$ cat config.mk
export PLATFORM = sky130hd
export DESIGN_NAME = if_id_buf
export DESIGN_NICKNAME = d
export VERILOG_FILES = /design/src/rtl/if_id_buf_pkg.sv /design/src/rtl/sync_fifo.sv /design/src/rtl/if_id_buf.sv
export SDC_FILE = /design/constraint.sdc
export NUM_CORES = 1
export LEC_CHECK = 0
export BUFFER_PORTS_ARGS = -buffer_cell sky130_fd_sc_hd__buf_4
export CORE_AREA = 3 3 110 112
export DETAILED_ROUTE_END_ITERATION = 6
export DIE_AREA = 0 0 113 115
export PLACE_DENSITY = 0.69
export SYNTH_ARGS = -nofsm -noshare
export SYNTH_HDL_FRONTEND = slang
export SYNTH_SLANG_ARGS = --single-unit
$ cat constraint.sdc
create_clock -name clk -period 9.36 [get_ports clk]
set_input_delay 2.808 -clock clk [delete_from_list [all_inputs] [get_ports clk]]
set_output_delay 2.808 -clock clk [all_outputs]
set_load 0.1 [all_outputs]
$ cat src/rtl/if_id_buf_pkg.sv
// Shared fetch/decode definitions: canonical NOP, zero word,
// RV32I major opcodes and the fetch-to-decode bundle.
package if_id_buf_pkg;

  localparam logic [31:0] INST_NOP  = 32'h0000_0013;
  localparam logic [31:0] ZERO_WORD = 32'h0000_0000;

  localparam logic [6:0] OPC_LUI    = 7'b0110111;
  localparam logic [6:0] OPC_AUIPC  = 7'b0010111;
  localparam logic [6:0] OPC_JAL    = 7'b1101111;
  localparam logic [6:0] OPC_JALR   = 7'b1100111;
  localparam logic [6:0] OPC_BRANCH = 7'b1100011;
  localparam logic [6:0] OPC_LOAD   = 7'b0000011;
  localparam logic [6:0] OPC_STORE  = 7'b0100011;
  localparam logic [6:0] OPC_OP_IMM = 7'b0010011;
  localparam logic [6:0] OPC_OP     = 7'b0110011;

  typedef struct packed {
    logic [31:0] inst;
    logic [31:0] addr;
  } if_id_t;

endpackage

$ cat src/rtl/sync_fifo.sv
// Single-clock circular buffer with push/pop/flush,
// occupancy count and full/empty flags.
module sync_fifo #(
  parameter int WIDTH = 64,
  parameter int DEPTH = 2,
  localparam int PW = $clog2(DEPTH),
  localparam int CW = $clog2(DEPTH) + 1
) (
  input  logic             clk,
  input  logic             rst,
  input  logic             push,
  input  logic             pop,
  input  logic             flush,
  input  logic [WIDTH-1:0] wdata,
  output logic [WIDTH-1:0] rdata,
  output logic [CW-1:0]    count,
  output logic             full,
  output logic             empty
);

  localparam logic [CW-1:0] FULL_CNT = CW'(DEPTH);

  logic [WIDTH-1:0] mem [DEPTH];
  logic [PW-1:0]    wr_ptr;
  logic [PW-1:0]    rd_ptr;
  logic             do_push;
  logic             do_pop;

  assign full    = (count == FULL_CNT);
  assign empty   = (count == '0);
  assign do_push = push & ~full & ~flush;
  assign do_pop  = pop & ~empty & ~flush;
  assign rdata   = mem[rd_ptr];

  always_ff @(posedge clk) begin
    if (do_push) begin
      mem[wr_ptr] <= wdata;
    end
  end

  // Flush drops everything by snapping the read side onto the write side.
  always_ff @(posedge clk) begin
    if (rst) begin
      wr_ptr <= '0;
      rd_ptr <= '0;
      count  <= '0;
    end else if (flush) begin
      rd_ptr <= wr_ptr;
      count  <= '0;
    end else begin
      if (do_push) wr_ptr <= wr_ptr + 1'b1;
      if (do_pop)  rd_ptr <= rd_ptr + 1'b1;
      case ({do_push, do_pop})
        2'b10:   count <= count + 1'b1;
        2'b01:   count <= count - 1'b1;
        default: count <= count;
      endcase
    end
  end

endmodule

$ cat src/rtl/if_id_buf.sv
// Elastic fetch-to-decode register: buffered instruction/PC pairs,
// NOP presented to decode whenever nothing valid is held.
module if_id_buf
  import if_id_buf_pkg::*;
#(
  parameter int          DEPTH    = 2,
  parameter logic [31:0] NOP_INST = INST_NOP,
  localparam int         CW       = $clog2(DEPTH) + 1
) (
  input  logic          clk,
  input  logic          rst,
  input  logic [31:0]   inst_i,
  input  logic [31:0]   inst_addr_i,
  input  logic          in_valid_i,
  output logic          in_ready_o,
  output logic [31:0]   inst_o,
  output logic [31:0]   inst_addr_o,
  output logic          out_valid_o,
  input  logic          out_ready_i,
  input  logic          jump_en_i,
  output logic [CW-1:0] occupancy_o
);

  if_id_t wr_entry;
  if_id_t head;
  logic   push;
  logic   pop;
  logic   full;
  logic   empty;

  assign wr_entry.inst = inst_i;
  assign wr_entry.addr = inst_addr_i;

  // Ready comes from the count register only: no ready path through.
  assign in_ready_o  = ~full;
  assign out_valid_o = ~empty;
  assign push        = in_valid_i & in_ready_o;
  assign pop         = out_valid_o & out_ready_i;

  sync_fifo #(
    .WIDTH ($bits(if_id_t)),
    .DEPTH (DEPTH)
  ) u_fifo (
    .clk   (clk),
    .rst   (rst),
    .push  (push),
    .pop   (pop),
    .flush (jump_en_i),
    .wdata (wr_entry),
    .rdata (head),
    .count (occupancy_o),
    .full  (full),
    .empty (empty)
  );

  assign inst_o      = out_valid_o ? head.inst : NOP_INST;
  assign inst_addr_o = out_valid_o ? head.addr : ZERO_WORD;

endmodule

* After elaboration in Yosys (flattened, before gate mapping)
Memories as Yosys holds them, arrays and structs flattened. A register that Yosys moved wholly into a read port is not among the register bits.
Cells that the tools add are included.
** Storage, ports and cells
- Memory bits (read-only) :: 0
- Bits of input ports :: 69
- Output and inout port bits :: 68
- Bits in writable memories :: 128
- Register bits after elaboration :: 4
- Latch bits :: 0
- Memories :: 1
- Logic and storage cells :: 34
** Memory list
- u_fifo.mem :: words 2, bits a word 64, read ports 1, clocked after memory_dff 1, wr ports 1, RTL line sync_fifo.sv:23 : logic [WIDTH-1:0] mem [DEPTH];
** Operators by class
- Bitwise logic cells :: 9
- Multiplexer cells :: 9
- Magnitude comparators :: 0
- Multiply operators :: 0
- $add $sub $neg :: 4
- Reduce and logical (&&, ||, !) cells :: 5
- Equality and inequality tests :: 3
- Shift operators :: 0
- Div/mod/pow operators :: 0
** Operators by type and width (count)
- $mux W32 :: 2
- $and A1 B1 Y1 :: 6
- $mux W1 :: 6
- $eq A2 B2 Y1 const B :: 2
- $pmux W2 S2 :: 1
- $reduce_bool A2 Y1 :: 2
- $not A1 Y1 :: 3
- $add A1 B1 Y1 const B :: 2
- $add A2 B1 Y2 const B :: 1
- $eq A2 B1 Y1 const B :: 1
- $logic_not A2 Y1 :: 1
- $reduce_and A2 Y1 :: 1
- $reduce_or A2 Y1 :: 1
- $sub A2 B1 Y2 const B :: 1

* Longest topological paths before layout
- Word-level depth :: 9
- Gate-level depth with buffers :: 7
- Mapped depth without buffers :: 7

* Hierarchy
From an unflattened synthesis, not the netlist that was laid out.
** Unflattened totals
- Cell total of the unflattened synthesis :: 301
- Area total of the unflattened synthesis :: 5321.4 µm²
** By module, submodules not included
- sync_fifo :: times used 1, area an instance 4838.4 µm², sequential area each 3943.8 µm², cells an instance 226
- if_id_buf :: times used 1, area an instance 483.0 µm², sequential area each 0.0 µm², cells an instance 75

* Worst setup path after synthesis
No wires, ideal clock.
- Kind :: in2reg
- Start :: input port jump_en_i
- End :: memory u_fifo.mem[1][0], enable pin
- Buffers on the path :: 0
- Data required time :: 8.873 ns
- Cell stages on the path :: 3
- Arrival time :: 5.818 ns
- Library setup time :: 0.487 ns
- Slack :: 3.055 ns
- Path through :: nand2b_1 nand2b_1 nor2_1
** Between the ends
- Word-level cells in the longest chain between the ends :: 4
** RTL lines
- start: declaration :: RTL line if_id_buf.sv:20 : input logic jump_en_i,
- $not A1 Y1 :: RTL line sync_fifo.sv:31 : assign do_push = push & ~full & ~flush;
- $and A1 B1 Y1 :: RTL line sync_fifo.sv:31
- $mux W1 :: RTL line sync_fifo.sv:36 : if (do_push) begin
- $mux W1 (implied by the code) :: RTL line sync_fifo.sv:37 : mem[wr_ptr] <= wdata;
- end: declaration :: RTL line sync_fifo.sv:23
Every way passes these cells.

==> metrics.cfg <==
[run_status]
status = complete, no violations

[worst_hold_path]
hp-start = u_fifo.wr_ptr
timing.hold.worst.class = flip-flop to flip-flop

[die]
die_w_um = 113
num_io_pins = 137
dieHeight_um = 115
floorplan.die_area_um2 = 13000
start_util = 0.4437
rows = 39
coreArea_um2 = 11320

[clock_network]
clkLatencyLatePin_ns = 0.41
htreeDepth = 4
cts_root_buffer = clkbuf_16
hold_buffers = 0
cts_tree = yes
clkSlewWorstSetupHoldPaths_ns = 0.06
cts_resized = 0
clock_sinks = 133
post_cts_buffers = 0
cts_buffers = 17
clk_path_buf_depth = 2

[pwr]
seqPwrFrac = 0.481
intPower_mw = 1.082
ir_drop_mv = 0.1256
p_per_area_nw_per_um2 = 212.1
p_sw_mw = 0.3489
clock_power_share = 0.414
combPwrFrac = 0.105
swShare = 0.2438
leakage_nw = 2.529

[grt]
track_usage = 0.1529
grt_max_degree = 65
grt-ovfl-total = 0
grt.busiest_layer = met2
grt_first_pass_wirelength_um = 15080
grtUsageMet1 = 0.1809
antenna_found_initial = 0
grt_use_met2 = 0.2480
grt_pass1_vias = 3066
gr-usage-met3 = 0.07158

[timing]
tns_ns = 0
setup_viol = 0
relSlewSlack = 0.2451
hold_viol_final = 0
tightestPinTransition_ns = 1.132
max_freq_mhz = 197.2
setup_slack_ns = 4.289
rsz0062_at_grt = false
fin_crit_sh = 0.5418
period_needed_ns = 5.071
drv_slew = 0
finalClockSkew_ns = 0.007862

[worst_setup_path]
r2r_end = u_fifo.mem[0][31]
reg2regPathDepth = 4
r2r_slack_ns = 7.22
path_max_fanout = 64
cp-endpoint = inst_o[14]
cp-end-kind = output pin
worstSetupStartpointType = flip-flop
worstPathArrival_ns = 2.26
rr_startpoint = u_fifo.count[0]
crit_type = flip-flop to output pin
cp.required_ns = 6.55

[finish]
layout-drive-gt1-share = 0.3772
antenna_cells = 0
syn2layout_area_growth_pct = 34.32
final_nets = 513

[job]
cap_viol_max_count = 0

[routing]
routedWlPerCell_um = 15.67
drtAntennaViolNets = 0
vias_per_cell = 4.840
vias = 2899
drc = 0
wl_um = 9385
drt_iter0_drc = 135
drtPass1Iterations = 5

[synth]
avgSynthCellArea_um2 = 16.86
synth_area_leaders = edfxtp_1 (77%), mux2i_1 (13%), nor2_1 (4.8%)
synthCells = 298
syn_area_um2 = 5024
yosysUniqueCellTypes = 19
yosysSeqAreaShare = 0.7851
synth_top_cell_area_share = 0.7651
synth_top_area_cell = edfxtp_1
ys_ff_latch = 133
yosysWarnings = 0
syn_nets = 368

[place]
dp_hpwl_um = 5978
pre_cts_slack_ns = 4.744
gp_congestion = 0.7275
portBuffers = 136

per-stage QoR:
| step | area [um2] | power, mW | utilization | hold slack (ns) | cells |
|---|---|---|---|---|---|
| final | 6748 | 1.431 | 0.5960 | 0.5179 | 599 |
| after global routing | 6748 | 1.487 | 0.5960 | 0.5554 | 599 |
| after CTS | 6748 | 1.448 | 0.5960 | 0.5051 | 599 |
| after detailed placement | 6207 | 0.8534 | 0.5483 | 0.4968 | 567 |
| after global placement | 6207 | 0.8505 | 0.5483 | 0.4689 | 567 |
| after floorplan | 5024 | 0.8011 | - | 0.4562 | 298 |
power groups by stage:
stage          sequential (mW)  clock [mW]  combinational [mW]
6_report                 0.689       0.592               0.151
5_1_grt                  0.691       0.637               0.160
4_1_cts                  0.689       0.607               0.152
3_5_place_dp             0.701           0               0.152
3_3_place_gp             0.700           0               0.150
2_1_floorplan            0.693           0               0.108
worst min path at each step:
| stage | to | slack, ns | cells after the start |
|---|---|---|---|
| final | u_fifo.wr_ptr | 0.52 | 2 |
| after global routing | u_fifo.wr_ptr | 0.56 | 2 |
| after CTS | u_fifo.wr_ptr | 0.51 | 2 |
| after detailed placement | u_fifo.wr_ptr | 0.50 | 2 |
| after global placement | u_fifo.wr_ptr | 0.47 | 2 |
| after floorplan | u_fifo.wr_ptr | 0.46 | 2 |
routing by layer:
layer / up-vias / share of wire
li1: 1393 / -
met1: 1394 / 0.41
met2: 104 / 0.50
met4: 0 / 0.0081
met3: 8 / 0.084
met5: - / 0
logic make-up (layout without fill, tap and decap cells):
| group | Yosys count | after routing | share of synthesized area |
|---|---|---|---|
| multiplexers | 64 | 64 | 0.1275 |
| AO/OA/AOI/OAI | 7 | 7 | 0.007970 |
| buffers and inverters | 17 | 175 | 0.01444 |
| adder cells (fa/ha/maj) | 1 | 1 | 0.002490 |
| flip-flops | 133 | 133 | 0.7851 |
| AND/OR/NAND/NOR | 73 | 73 | 0.05728 |
| XOR/XNOR | 3 | 3 | 0.005231 |
worst max-delay path, stage by stage, from the launching register on:
cell	delay (ns)
dfxtp_4	1.08
mux2i_1	0.21
nor2_1	0.18
buf_4	0.31
flip-flops by register name (all words and copies together), names as in the netlist, named ones only:
register / cells
u_fifo.wr_ptr: 1
u_fifo.rd_ptr: 1
u_fifo.count: 2
u_fifo.mem: 128
cell usage in the layout, fill, tap and decap left out, types with 4 or more instances in the layout:
| cell | instances |
|---|---|
| clkinv_2 | 4 |
| dfxtp_1 | 4 |
| buf_4 | 139 |
| edfxtp_1 | 128 |
| clkbuf_16 | 17 |
| mux2i_1 | 64 |
| nor2_1 | 62 |
| clkinvlp_4 | 6 |
synthesized netlist by cell type:
| library cell | number |
|---|---|
| xnor2_1 | 2 |
| clkbuf_1 | 6 |
| dfxtp_1 | 5 |
| edfxtp_1 | 128 |
| a211oi_1 | 1 |
| mux2i_1 | 64 |
| ha_1 | 1 |
| a21oi_1 | 2 |
| o21ai_0 | 3 |
| nand2b_1 | 2 |
| buf_2 | 7 |
| nor3_1 | 1 |
| nor2_1 | 64 |
| or3_1 | 2 |
| o21a_1 | 1 |
| xor2_1 | 1 |
| nor2b_1 | 1 |
| inv_1 | 4 |
| nand2_1 | 3 |
area by class of cell:
cell class / count / area [um2]
inverters: 4 / 15.01
clock inverters: 15 / 115.1
clock buffers: 17 / 425.4
repair buffers: 139 / 1044
multi-input cells: 148 / 1022
well taps: 143 / 178.9
fillers: 881 / 4573
flip-flops and latches: 133 / 3948
Note: power is estimated with default switching activity, not from simulation.
